[config.mk]
export PLATFORM = sky130hd
export DESIGN_NAME = branch_resolver
export DESIGN_NICKNAME = d
export VERILOG_FILES = /design/src/rtl/branch_pkg.sv /design/src/rtl/branch_resolver_cond_eval.sv /design/src/rtl/branch_resolver.sv
export SDC_FILE = /design/constraint.sdc
export NUM_CORES = 1
export LEC_CHECK = 0
export BUFFER_PORTS_ARGS = -buffer_cell sky130_fd_sc_hd__buf_4
export CORE_MARGIN = 2
export CORE_UTILIZATION = 40
export CTS_CLUSTER_SIZE = 30
export DETAILED_ROUTE_END_ITERATION = 10
export SYNTH_ARGS = -nofsm -noshare
export SYNTH_HDL_FRONTEND = slang
export SYNTH_SLANG_ARGS = --single-unit
[constraint.sdc]
create_clock -name clk -period 7.39 [get_ports clk]
set_input_delay 0.3695 -clock clk [delete_from_list [all_inputs] [get_ports clk]]
set_output_delay 0.3695 -clock clk [all_outputs]
set_load 0.05 [all_outputs]
[src/rtl/branch_pkg.sv]
// Shared definitions for the branch resolver: condition codes, state encoding
// and common widths.
package branch_pkg;

  localparam int unsigned CC_W  = 2;
  localparam int unsigned CNT_W = 16;

  localparam logic [CC_W-1:0] CC_EQ = 2'b00;
  localparam logic [CC_W-1:0] CC_GE = 2'b01;
  localparam logic [CC_W-1:0] CC_LT = 2'b10;
  localparam logic [CC_W-1:0] CC_NE = 2'b11;

  typedef enum logic [1:0] {
    ST_IDLE = 2'b00,
    ST_EVAL = 2'b01,
    ST_RESP = 2'b10
  } state_e;

endpackage : branch_pkg

[src/rtl/branch_resolver_cond_eval.sv]
// Combinational branch-condition evaluation on unsigned operands.
module cond_eval
  import branch_pkg::*;
#(
  parameter int unsigned DATA_W = 16
) (
  input  logic [DATA_W-1:0] a_i,
  input  logic [DATA_W-1:0] b_i,
  input  logic [CC_W-1:0]   cond_i,
  output logic              flag_o
);

  logic a_eq_b;
  logic a_lt_b;

  assign a_eq_b = (a_i == b_i);
  assign a_lt_b = (a_i < b_i);

  always_comb begin
    flag_o = 1'b0;
    unique case (cond_i)
      CC_EQ:   flag_o = a_eq_b;
      CC_GE:   flag_o = !a_lt_b;
      CC_LT:   flag_o = a_lt_b;
      CC_NE:   flag_o = !a_eq_b;
      default: flag_o = 1'b0;
    endcase
  end

endmodule : cond_eval

[src/rtl/branch_resolver.sv]
// Branch sequencer: owns the PC and taken-branch counter, evaluates latched
// branch requests and reports the outcome over a valid/ready response.
module branch_resolver
  import branch_pkg::*;
#(
  parameter int unsigned DATA_W = 16,
  parameter int unsigned PC_W   = 8
) (
  input  logic              clk,
  input  logic              rst,
  input  logic              pc_inc,
  input  logic              req_valid,
  output logic              req_ready,
  input  logic              req_uncond,
  input  logic [CC_W-1:0]   req_cond,
  input  logic [DATA_W-1:0] req_a,
  input  logic [DATA_W-1:0] req_b,
  input  logic [PC_W-1:0]   req_target,
  output logic              resp_valid,
  input  logic              resp_ready,
  output logic              resp_taken,
  output logic [PC_W-1:0]   pc,
  output logic              redirect,
  output logic              stall,
  output logic [CNT_W-1:0]  taken_cnt
);

  state_e              state_q;
  logic [DATA_W-1:0]   a_q;
  logic [DATA_W-1:0]   b_q;
  logic [CC_W-1:0]     cond_q;
  logic                uncond_q;
  logic [PC_W-1:0]     target_q;
  logic [PC_W-1:0]     pc_q;
  logic [CNT_W-1:0]    taken_cnt_q;
  logic                resp_valid_q;
  logic                resp_taken_q;
  logic                redirect_q;
  logic                stall_q;

  logic                cond_flag;
  logic                taken_d;
  logic [PC_W-1:0]     pc_step_d;

  // Condition is evaluated only on latched operands, never on live inputs.
  cond_eval #(
    .DATA_W (DATA_W)
  ) u_cond_eval (
    .a_i    (a_q),
    .b_i    (b_q),
    .cond_i (cond_q),
    .flag_o (cond_flag)
  );

  assign taken_d   = uncond_q | cond_flag;
  assign pc_step_d = pc_q + PC_W'(1);

  always_ff @(posedge clk) begin
    if (rst) begin
      state_q      <= ST_IDLE;
      a_q          <= '0;
      b_q          <= '0;
      cond_q       <= CC_EQ;
      uncond_q     <= 1'b0;
      target_q     <= '0;
      pc_q         <= '0;
      taken_cnt_q  <= '0;
      resp_valid_q <= 1'b0;
      resp_taken_q <= 1'b0;
      redirect_q   <= 1'b0;
      stall_q      <= 1'b0;
    end else begin
      // redirect is a single-cycle pulse, independent of response back-pressure
      redirect_q <= 1'b0;
      unique case (state_q)
        ST_IDLE: begin
          if (req_valid) begin
            a_q      <= req_a;
            b_q      <= req_b;
            cond_q   <= req_cond;
            uncond_q <= req_uncond;
            target_q <= req_target;
            state_q  <= ST_EVAL;
            stall_q  <= 1'b1;
          end else if (pc_inc) begin
            pc_q <= pc_step_d;
          end
        end
        ST_EVAL: begin
          resp_taken_q <= taken_d;
          resp_valid_q <= 1'b1;
          if (taken_d) begin
            pc_q        <= target_q;
            redirect_q  <= 1'b1;
            taken_cnt_q <= taken_cnt_q + CNT_W'(1);
          end else begin
            pc_q <= pc_step_d;
          end
          state_q <= ST_RESP;
        end
        ST_RESP: begin
          if (resp_ready) begin
            resp_valid_q <= 1'b0;
            state_q      <= ST_IDLE;
            stall_q      <= 1'b0;
          end
        end
        default: begin
          state_q      <= ST_IDLE;
          resp_valid_q <= 1'b0;
          stall_q      <= 1'b0;
        end
      endcase
    end
  end

  assign req_ready  = (state_q == ST_IDLE) & !rst;
  assign resp_valid = resp_valid_q;
  assign resp_taken = resp_taken_q;
  assign pc         = pc_q;
  assign redirect   = redirect_q;
  assign stall      = stall_q;
  assign taken_cnt  = taken_cnt_q;

endmodule : branch_resolver
==> results.yml <==
status:
  outcome: "completed"
synth:
  synth_commonest_cells: "nand2_1 (102), dfxtp_1 (73), a21oi_1 (66)"
  netlist-cell-type-count: 43
  yosysTopAreaCellShare: 0.426
  ys_ff_latch: 73
  ys.warnings.count: 0
  synthesis.nets: 495
  synthTopCellsByArea: "dfxtp_1 (43%), nand2_1 (11%), a21oi_1 (9.6%), ha_1 (6.6%), inv_1 (2.8%)"
  netlist_instances: 429
  synth_enable_flop_cells: 0
  async_flop_share: 0
  syn_area_um2: 3430
  yosysMostFrequentCell: "nand2_1"
  synth_area_leader_cell: "dfxtp_1"
  synth.avg_cell_area_um2: 8.01
  yosysSeqAreaShare: 0.426
  postSynth.topFlopCell: "dfxtp_1"
floorplan:
  rows: 33
  core-area_um2: 8260
  die-area_um2: 9340
  ioPinCount: 77
  start_util: 0.416
  die_width_um: 96.7
  fp.dieH_um: 96.7
pwr:
  p_per_area_nw_per_um2: 208
  peakVddDrop_mv: 0.0931
  finalPower_uw: 881
  p_leak_nw: 1.68
layout:
  area_growth_pct: 23.1
  multi_input_area_um2: 1760
  fin_area_um2: 4230
  layout-drive-gt1-share: 0.200
  layout.nets: 561
  n_fill_cell: 851
  antenna_cells: 0
  regArea_um2: 1460
  final_util: 0.512
critical_path:
  crit_fanout: 53
  required_ns: 7.66
  worst-setup-path-type: "flop to flop"
  worst-r2r-cell-count: 10
  crit_arrival_ns: 2.99
  start_kind: "flop"
  end_kind: "flop"
  reg2reg_to: "taken_cnt[14]$_SDFFE_PP0P_"
  worst-r2r-setup-slack_ns: 4.67
  regToRegStartpoint: "b_q[11]$_SDFFE_PP0P_"
clock_tree:
  root_buffer: "clkbuf_8"
  holdBufCountCts: 0
  cts_tree: "built"
  cts_buffers: 9
  clkSinkCount: 73
  cts_repair_resize_count: 0
  path_clk_slew_ns: 0.08
  clockBufferDepth: 2
  clk_latency_ns: 0.34
  h-tree-depth: 3
  post-cts-setup-buffers: 0
sta:
  tightest_slew_ns: 0.773
  clock_skew_ns: 0.00919
  setup_tns_ns: 0
  period_needed_ns: 2.72
  max_freq_mhz: 368
  slew_viol_final: 0
  finalHoldViolCount: 0
  setup_viol: 0
  finalCritPeriodShare: 0.368
  relSlewSlack: 0.483
  grt_setup_unrepaired: "no"
grt:
  grt_pass1_vias: 2964
  grt.total_usage: 0.173
  grt_max_degree: 73
  antenna_found_initial: 0
  overflow: 0
  grt_first_pass_wirelength_um: 13600
worst_hold_path:
  hold_start: "req_a[14]"
  min_path_cells: 3
  worstHoldPathType: "input port to flop"
  holdPathEnd: "a_q[14]$_SDFFE_PP0P_"
drt:
  drc: 0
  wl_per_cell_um: 13.1
  wl_um: 7930
  drtIter0Drc: 76
  drt-pass1-iter-count: 4
  viasPerCell: 5.24
  vias: 3173
  antenna_left: 0
run:
  drv_cap: 0
placement:
  gp_congestion: 0.772
  place_area_um2: 4040
  portBuffers: 76
  place_hpwl_um: 5450
==> per-layer routing <==
metal | share of wire | GRT usage | up-vias
met5 | 0 | 0 | -
met4 | 0.011 | 0.0596 | 0
met3 | 0.040 | 0.0390 | 9
met2 | 0.48 | 0.279 | 66
met1 | 0.47 | 0.228 | 1475
li1 | - | - | 1623
==> layout by cell type, fill, tap and decap left out, types with 2 or more instances in the layout <==
master / n
ha_1: 18
and3_1: 4
or3_1: 4
clkbuf_8: 10
a21oi_1: 66
or2_2: 2
nor3_1: 6
o21ai_0: 6
and2_1: 3
or4_1: 10
nand2b_1: 3
nand4_1: 8
a31oi_1: 7
nand2_1: 102
inv_1: 26
dfxtp_1: 73
clkinv_2: 2
a2bb2oi_1: 6
nor2b_1: 2
mux2i_1: 2
buf_4: 79
clkbuf_1: 3
o31ai_1: 10
nor2_1: 9
nand3_1: 19
==> through the flow <==
stage               std cells  hold WS (ns)  setup slack, ns
finish                    605         0.269             4.67
global route              605         0.256             4.44
CTS                       605         0.257             4.65
detailed placement        589         0.449             4.66
global placement          589         0.444             4.77
floorplan                 429         0.436             4.98
==> where the power goes <==
part	switching, mW	total (mW)	internal, mW
Sequential	0.0157	0.429	0.414
Clock	0.141	0.306	0.165
Combinational	0.0858	0.146	0.0605
Total	0.243	0.881	0.639
==> worst max-delay path, cell delays in order (launching register included) <==
cell      delay, ns
dfxtp_1        0.33
inv_1          0.04
ha_1           0.30
nand4_1        0.18
nor4_2         0.34
nor4_1         0.13
nor3_4         0.20
o311ai_4       0.11
buf_4          0.30
or4_1          0.54
a21oi_1        0.16
==> kinds of logic (layout without fill, tap and decap cells) <==
kind of cell / Yosys count / after routing / synth area share
muxes: 2 / 2 / 0.00583
xor gates and xnor gates: 1 / 1 / 0.00255
adders and majority gates: 18 / 18 / 0.0656
buffers and inverters: 50 / 121 / 0.0634
AOI/OAI and AO/OA: 104 / 104 / 0.183
DFF: 73 / 73 / 0.426
and+or+nand+nor: 181 / 181 / 0.254
==> how the worst max path moves through the flow <==
stage | startpoint | to | cells past startpoint
detailed placement | b_q[14]$_SDFFE_PP0P_ | taken_cnt[14]$_SDFFE_PP0P_ | 10
finish | b_q[11]$_SDFFE_PP0P_ | taken_cnt[14]$_SDFFE_PP0P_ | 10
global route | b_q[7]$_SDFFE_PP0P_ | taken_cnt[11]$_SDFFE_PP0P_ | 10
CTS | b_q[14]$_SDFFE_PP0P_ | taken_cnt[14]$_SDFFE_PP0P_ | 10
floorplan | b_q[14]$_SDFFE_PP0P_ | taken_cnt[1]$_SDFFE_PP0P_ | 10
global placement | b_q[11]$_SDFFE_PP0P_ | taken_cnt[13]$_SDFFE_PP0P_ | 10
==> registers in the layout, indices dropped and copies added, names as in the netlist, 2 cells and up <==
| name | flops |
|---|---|
| cond_q | 2 |
| a_q | 16 |
| b_q | 16 |
| taken_cnt | 16 |
| pc | 8 |
| target_q | 8 |
| state_q | 2 |
==> area by class of cell <==
type	count	area share
repair buffers	79	0.140
inverters	26	0.0231
clock inverters	3	0.00947
clock buffers	13	0.0352
multi-input cells	306	0.415
flip-flops and latches	73	0.346
well taps	105	0.0311
(Power assumes the default switching activity.)
